`src/rtl/pipe_pkg.sv`:
```
// Shared encodings for the pipeline control slice: hazard field codes,
// hazard vector bit positions, tracker states and counter selects.
package pipe_pkg;

  localparam logic [1:0] HZ_RUN   = 2'b00;
  localparam logic [1:0] HZ_STALL = 2'b01;
  localparam logic [1:0] HZ_ILL   = 2'b10;
  localparam logic [1:0] HZ_FLUSH = 2'b11;

  // hazard vector layout: {PC, IF_ID[1:0], ID_EX[1:0], EX_MEM[1:0], MEM_WB}
  localparam int unsigned HZ_PC_BIT     = 7;
  localparam int unsigned HZ_IF_ID_LSB  = 5;
  localparam int unsigned HZ_ID_EX_LSB  = 3;
  localparam int unsigned HZ_EX_MEM_LSB = 1;
  localparam int unsigned HZ_MEM_WB_BIT = 0;

  typedef enum logic [1:0] {
    RUN,
    STALL,
    FLUSH,
    FREEZE
  } pipe_state_e;

  localparam logic [1:0] CNT_SEL_CYCLES = 2'd0;
  localparam logic [1:0] CNT_SEL_STALL  = 2'd1;
  localparam logic [1:0] CNT_SEL_FLUSH  = 2'd2;
  localparam logic [1:0] CNT_SEL_FREEZE = 2'd3;

endpackage

```
`src/rtl/hz_field_dec.sv`:
```
// Decodes one 2-bit hazard field into raw register enable / bubble strobes.
// Illegal code behaves as a stall and is reported separately.
module hz_field_dec
  import pipe_pkg::*;
(
  input  logic [1:0] field,
  output logic       en,
  output logic       flush,
  output logic       ill
);

  always_comb begin
    en    = 1'b0;
    flush = 1'b0;
    ill   = 1'b0;
    unique case (field)
      HZ_RUN:   en = 1'b1;
      HZ_STALL: ;
      HZ_FLUSH: begin
        en    = 1'b1;
        flush = 1'b1;
      end
      HZ_ILL:   ill = 1'b1;
    endcase
  end

endmodule

```
`src/rtl/pipe_ctrl.sv`:
```
// Pipeline register control: decodes the hazard vector into stage strobes,
// tracks RUN/STALL/FLUSH/FREEZE, and keeps perf counters plus a stall watchdog.
module pipe_ctrl
  import pipe_pkg::*;
#(
  parameter int unsigned CNT_W     = 32,
  parameter int unsigned MAX_STALL = 8
) (
  input  logic             clk_i,
  input  logic             rst_i,
  input  logic [7:0]       hazard_i,
  input  logic             ext_stall_i,
  input  logic [1:0]       cnt_sel_i,
  input  logic             cnt_clr_i,
  output logic             pc_en_o,
  output logic             if_id_en_o,
  output logic             id_ex_en_o,
  output logic             ex_mem_en_o,
  output logic             mem_wb_en_o,
  output logic             if_id_flush_o,
  output logic             id_ex_flush_o,
  output logic             ex_mem_flush_o,
  output logic             mem_wb_flush_o,
  output logic [CNT_W-1:0] cnt_rdata_o,
  output logic             stall_timeout_o,
  output logic             illegal_code_o
);

  localparam int unsigned     SR_W   = $clog2(MAX_STALL + 1);
  localparam logic [SR_W-1:0] SR_MAX = SR_W'(MAX_STALL);

  logic [2:0]       f_en;
  logic [2:0]       f_flush;
  logic [2:0]       f_ill;
  logic             gate;
  logic             any_stall;
  logic             any_flush;
  logic             flush_strobe;
  logic [3:0]       inc;
  pipe_state_e      state;
  pipe_state_e      nxt;
  logic [SR_W-1:0]  stall_run;
  logic [CNT_W-1:0] cnt [4];

  hz_field_dec u_if_id (
    .field (hazard_i[HZ_IF_ID_LSB +: 2]),
    .en    (f_en[2]),
    .flush (f_flush[2]),
    .ill   (f_ill[2])
  );

  hz_field_dec u_id_ex (
    .field (hazard_i[HZ_ID_EX_LSB +: 2]),
    .en    (f_en[1]),
    .flush (f_flush[1]),
    .ill   (f_ill[1])
  );

  hz_field_dec u_ex_mem (
    .field (hazard_i[HZ_EX_MEM_LSB +: 2]),
    .en    (f_en[0]),
    .flush (f_flush[0]),
    .ill   (f_ill[0])
  );

  // Freeze and reset both silence every strobe; a dropped flush is re-issued upstream.
  always_comb begin
    gate           = rst_i | ext_stall_i;
    pc_en_o        = ~gate & ~hazard_i[HZ_PC_BIT];
    if_id_en_o     = ~gate & f_en[2];
    id_ex_en_o     = ~gate & f_en[1];
    ex_mem_en_o    = ~gate & f_en[0];
    mem_wb_en_o    = ~gate;
    if_id_flush_o  = ~gate & f_flush[2];
    id_ex_flush_o  = ~gate & f_flush[1];
    ex_mem_flush_o = ~gate & f_flush[0];
    mem_wb_flush_o = ~gate & hazard_i[HZ_MEM_WB_BIT];
    flush_strobe   = if_id_flush_o | id_ex_flush_o | ex_mem_flush_o | mem_wb_flush_o;

    // a field that is not enabled is holding (stall or illegal code)
    any_stall = hazard_i[HZ_PC_BIT] | ~&f_en;
    any_flush = |f_flush | hazard_i[HZ_MEM_WB_BIT];

    nxt = RUN;
    if (ext_stall_i)                 nxt = FREEZE;
    else if (any_flush && !any_stall) nxt = FLUSH;
    else if (any_stall)              nxt = STALL;

    inc                 = '0;
    inc[CNT_SEL_CYCLES] = 1'b1;
    inc[CNT_SEL_STALL]  = (nxt == STALL);
    inc[CNT_SEL_FLUSH]  = flush_strobe;
    inc[CNT_SEL_FREEZE] = (nxt == FREEZE);
  end

  always_ff @(posedge clk_i) begin
    if (rst_i) begin
      state           <= RUN;
      stall_run       <= '0;
      stall_timeout_o <= 1'b0;
      illegal_code_o  <= 1'b0;
    end else begin
      state <= nxt;
      if (cnt_clr_i) begin
        stall_run       <= '0;
        stall_timeout_o <= 1'b0;
        illegal_code_o  <= 1'b0;
      end else begin
        if (|f_ill) illegal_code_o <= 1'b1;
        // freeze cycles pause the stall run rather than breaking it
        if (nxt == STALL) begin
          if (stall_run != SR_MAX) stall_run <= stall_run + SR_W'(1);
          if (stall_run >= SR_MAX - SR_W'(1)) stall_timeout_o <= 1'b1;
        end else if (nxt != FREEZE) begin
          stall_run <= '0;
        end
      end
    end
  end

  always_ff @(posedge clk_i) begin
    if (rst_i) begin
      for (int unsigned i = 0; i < 4; i++) cnt[i] <= '0;
      cnt_rdata_o <= '0;
    end else begin
      cnt_rdata_o <= cnt[cnt_sel_i];
      for (int unsigned i = 0; i < 4; i++) begin
        if (cnt_clr_i)                    cnt[i] <= '0;
        else if (inc[i] && cnt[i] != '1) cnt[i] <= cnt[i] + CNT_W'(1);
      end
    end
  end

  // a stall run can only be non-zero while stalled or frozen
  assert property (@(posedge clk_i) disable iff (rst_i)
    (state inside {RUN, FLUSH}) |-> (stall_run == '0));

endmodule

```
`config.mk`:
```
export PLATFORM = sky130hd
export DESIGN_NAME = pipe_ctrl
export DESIGN_NICKNAME = d
export VERILOG_FILES = /design/src/rtl/pipe_pkg.sv /design/src/rtl/hz_field_dec.sv /design/src/rtl/pipe_ctrl.sv
export SDC_FILE = /design/constraint.sdc
export NUM_CORES = 1
export LEC_CHECK = 0
export ABC_CLOCK_PERIOD_IN_PS = 4500
export CELL_PAD_IN_SITES_DETAIL_PLACEMENT = 1
export CELL_PAD_IN_SITES_GLOBAL_PLACEMENT = 1
export CORE_UTILIZATION = 48
export DETAILED_ROUTE_END_ITERATION = 8
export GPL_TIMING_DRIVEN = 0
export PLACE_DENSITY_LB_ADDON = 0.1
export SLEW_MARGIN = 10
export SYNTH_ARGS = -nofsm -noshare
export SYNTH_HDL_FRONTEND = slang
export SYNTH_SLANG_ARGS = --single-unit
```
`constraint.sdc`:
```
create_clock -name clk_i -period 4.5 [get_ports clk_i]
set_input_delay 1.35 -clock clk_i [delete_from_list [all_inputs] [get_ports clk_i]]
set_output_delay 1.35 -clock clk_i [all_outputs]
set_load 0.02 [all_outputs]
```
==> flow_summary.ini <==
[run_status]
status = finished with violations
violations = DRC

[synthesis]
synth_top_area_frac = 0.428
synth-seq-cells = 166
synth_ff_type = edfxtp_1
syn_nets = 834
async_flop_share = 0
synth_fa_ha_area_frac = 0.0167
synth-compound-area-share = 0.0156
synth_top_family_by_area = simple AND/OR/NAND/NOR gates
synthSimpleGateAreaFrac = 0.240
synth_top_area_cell = edfxtp_1
synthXorXnorAreaFrac = 0.109
postSynthCellCount = 808
ys_seq_area_frac = 0.512
syn_area_um2 = 8990
avgSynthCellArea_um2 = 11.1
synth_edf_count = 128
synth_cell_types = 46
yosys_warnings = 0
synth_area_leaders = edfxtp_1 43%, dfxtp_1 8.5%, mux4_2 8.0%
muxShareOfSynthArea = 0.0813

[worst_setup_path]
path_max_fanout = 2
cp.required_ps = 3150
crit_type = input pin to primary output
worstSetupStartpointType = input pin
end_kind = primary output
crit_arrival_ps = 2940

[final_layout]
nets = 907
design_area_um2 = 10400
layout_commonest_cell = nor2_1
layout_common_cells = 147 x nor2_1, 128 x edfxtp_1, 74 x xor2_1
syn_to_final_growth_pct = 16.2
layoutNonFillerInstCount = 1123
diodes = 0
drive_gt1_frac = 0.111

[placement]
io_buffer_count = 54
dp_cells = 1091
gp_congestion = 0.861
placed_cell_area_um2 = 9820
dp_hpwl_um = 18100

[pwr]
leakagePower_nw = 3.59
power_mw = 3.53
power_density_nw_per_um2 = 338
peakVddDrop_mv = 0.238

[floorplanning]
die_width_um = 139
ios = 57
die_area_um2 = 19300
start_util = 0.495
die_h_um = 139
rows = 49
core_um2 = 18100

[sta]
fin_crit_sh = 0.953
min_period_ps = 4290
worst_pin_slew_ps = 1080
finalHoldViolCount = 0
rsz0062_at_grt = no
maxSlewHeadroom = 0.275
finClkSkew_ps = 8.30
setup_viol = 0
report.final.slew_viol_count = 0
hold_ws_ps = 478
fmax_ghz = 0.233

[global_routing]
grt_first_pass_wirelength_um = 38300
grt_pass1_vias = 6805
grt_remaining_overflow = 0
grt_usage = 0.263
antenna_found_initial = 0
grt_max_degree = 33

[clock_tree]
cts_sinks = 166
cts_tree = built
cts.hold.buffers_added = 0
h-tree-depth = 4
root_buffer = clkbuf_16
numCtsBuffers = 17
clkTransAtPathRegs_ps = 70
clk_latency_ps = 430
cts_buffer_depth = 2

[routing]
route.vias.total = 6644
final_antenna_net_count = 0
via_per_inst = 5.92
wl_per_cell_um = 21.7
drc = 8
firstDrtPassIters = 9
wl_um = 24300
drtIter0Drc = 394

[run]
drv_cap = 0

[worst_hold_path]
hold_class = register to register
## synth_stat cells (2+ instances only)
| cell | number |
|---|---|
| or4_4 | 2 |
| xor2_1 | 74 |
| nand4b_1 | 3 |
| nand2_1 | 43 |
| buf_2 | 5 |
| buf_8 | 2 |
| and2_0 | 2 |
| and4_1 | 9 |
| or2_2 | 5 |
| edfxtp_1 | 128 |
| nor2b_1 | 34 |
| inv_1 | 19 |
| buf_4 | 4 |
| nor3_1 | 13 |
| and3_1 | 20 |
| nand4_1 | 40 |
| dfxtp_1 | 38 |
| ha_1 | 12 |
| or3_1 | 7 |
| xnor2_1 | 38 |
| clkbuf_1 | 19 |
| o21bai_1 | 2 |
| and2_1 | 14 |
| o21ai_0 | 6 |
| nor4_4 | 3 |
| nand3_1 | 50 |
| or4_1 | 4 |
| mux4_2 | 32 |
| nor2_1 | 149 |
| nor4_1 | 6 |
| a21oi_1 | 9 |
| nand3_2 | 2 |
## layer usage
| metal | global-route usage | vias to the layer above | part of all wire |
|---|---|---|---|
| met5 | 0 | - | 0 |
| met4 | 0.0673 | 0 | 0.013 |
| met3 | 0.0477 | 28 | 0.061 |
| met2 | 0.447 | 210 | 0.49 |
| met1 | 0.349 | 3360 | 0.43 |
| li1 | - | 3046 | - |
## metrics by stage
stage | utilization | worst slack, ps | TNS [ps]
floorplan | - | 576 | 0
finish | 0.575 | 210 | 0
global placement | 0.541 | -1030 | -58660
CTS | 0.575 | -2.81 | -4.78
detailed placement | 0.541 | -661 | -33590
global route | 0.575 | 174 | 0
## what timing repair did
item                                    in CTS  in global routing
setup buffers                                0                  0
endpoints found under the setup margin      40                 72
gates resized for setup                      3                  5
## flip-flops by register name (all words and copies together), names as in the netlist
signal	count
stall_timeout_o	1
illegal_code_o	1
cnt	128
stall_run	4
cnt_rdata_o	32
## where the power goes
group | switching, mW | leakage (nW) | internal, mW
Sequential | 0.0778 | 1.79 | 1.70
Combinational | 0.129 | 1.51 | 0.115
Clock | 0.652 | 0.288 | 0.854
## critical path: stages
cell and delay, ps:
clkdlybuf4s50_1 490, inv_1 60, ha_1 300, and2_1 140, clkdlybuf4s50_1 600
## cell type report
class / instances / area, um2
multi-input combinational: 593 / 4180
buffer: 30 / 159
inverter: 19 / 71.3
clock inverter: 13 / 145
fill: 1922 / 7700
clock buffer: 19 / 453
tap: 229 / 287
sequential: 166 / 4600
timing repair buffer: 54 / 543
## final timing paths
| check | from | end | slack, ps | cells past startpoint |
|---|---|---|---|---|
| max | hazard_i[1] | ex_mem_en_o | 210 | 5 |
| min | stall_timeout_o | stall_timeout_o | 480 | 2 |
| max reg2reg | cnt[2][0] | cnt[2][13] | 1230 | 8 |
| min reg2reg | stall_timeout_o | stall_timeout_o | 480 | 2 |
## cells by family after synthesis
kind of cell | Yosys count
DFF | 166
xor gates and xnor gates | 112
and+or+nand+nor | 413
buffers and inverters | 49
adders and majority gates | 12
muxes | 33
AOI/OAI and AO/OA | 23
(Power assumes the default switching activity.)
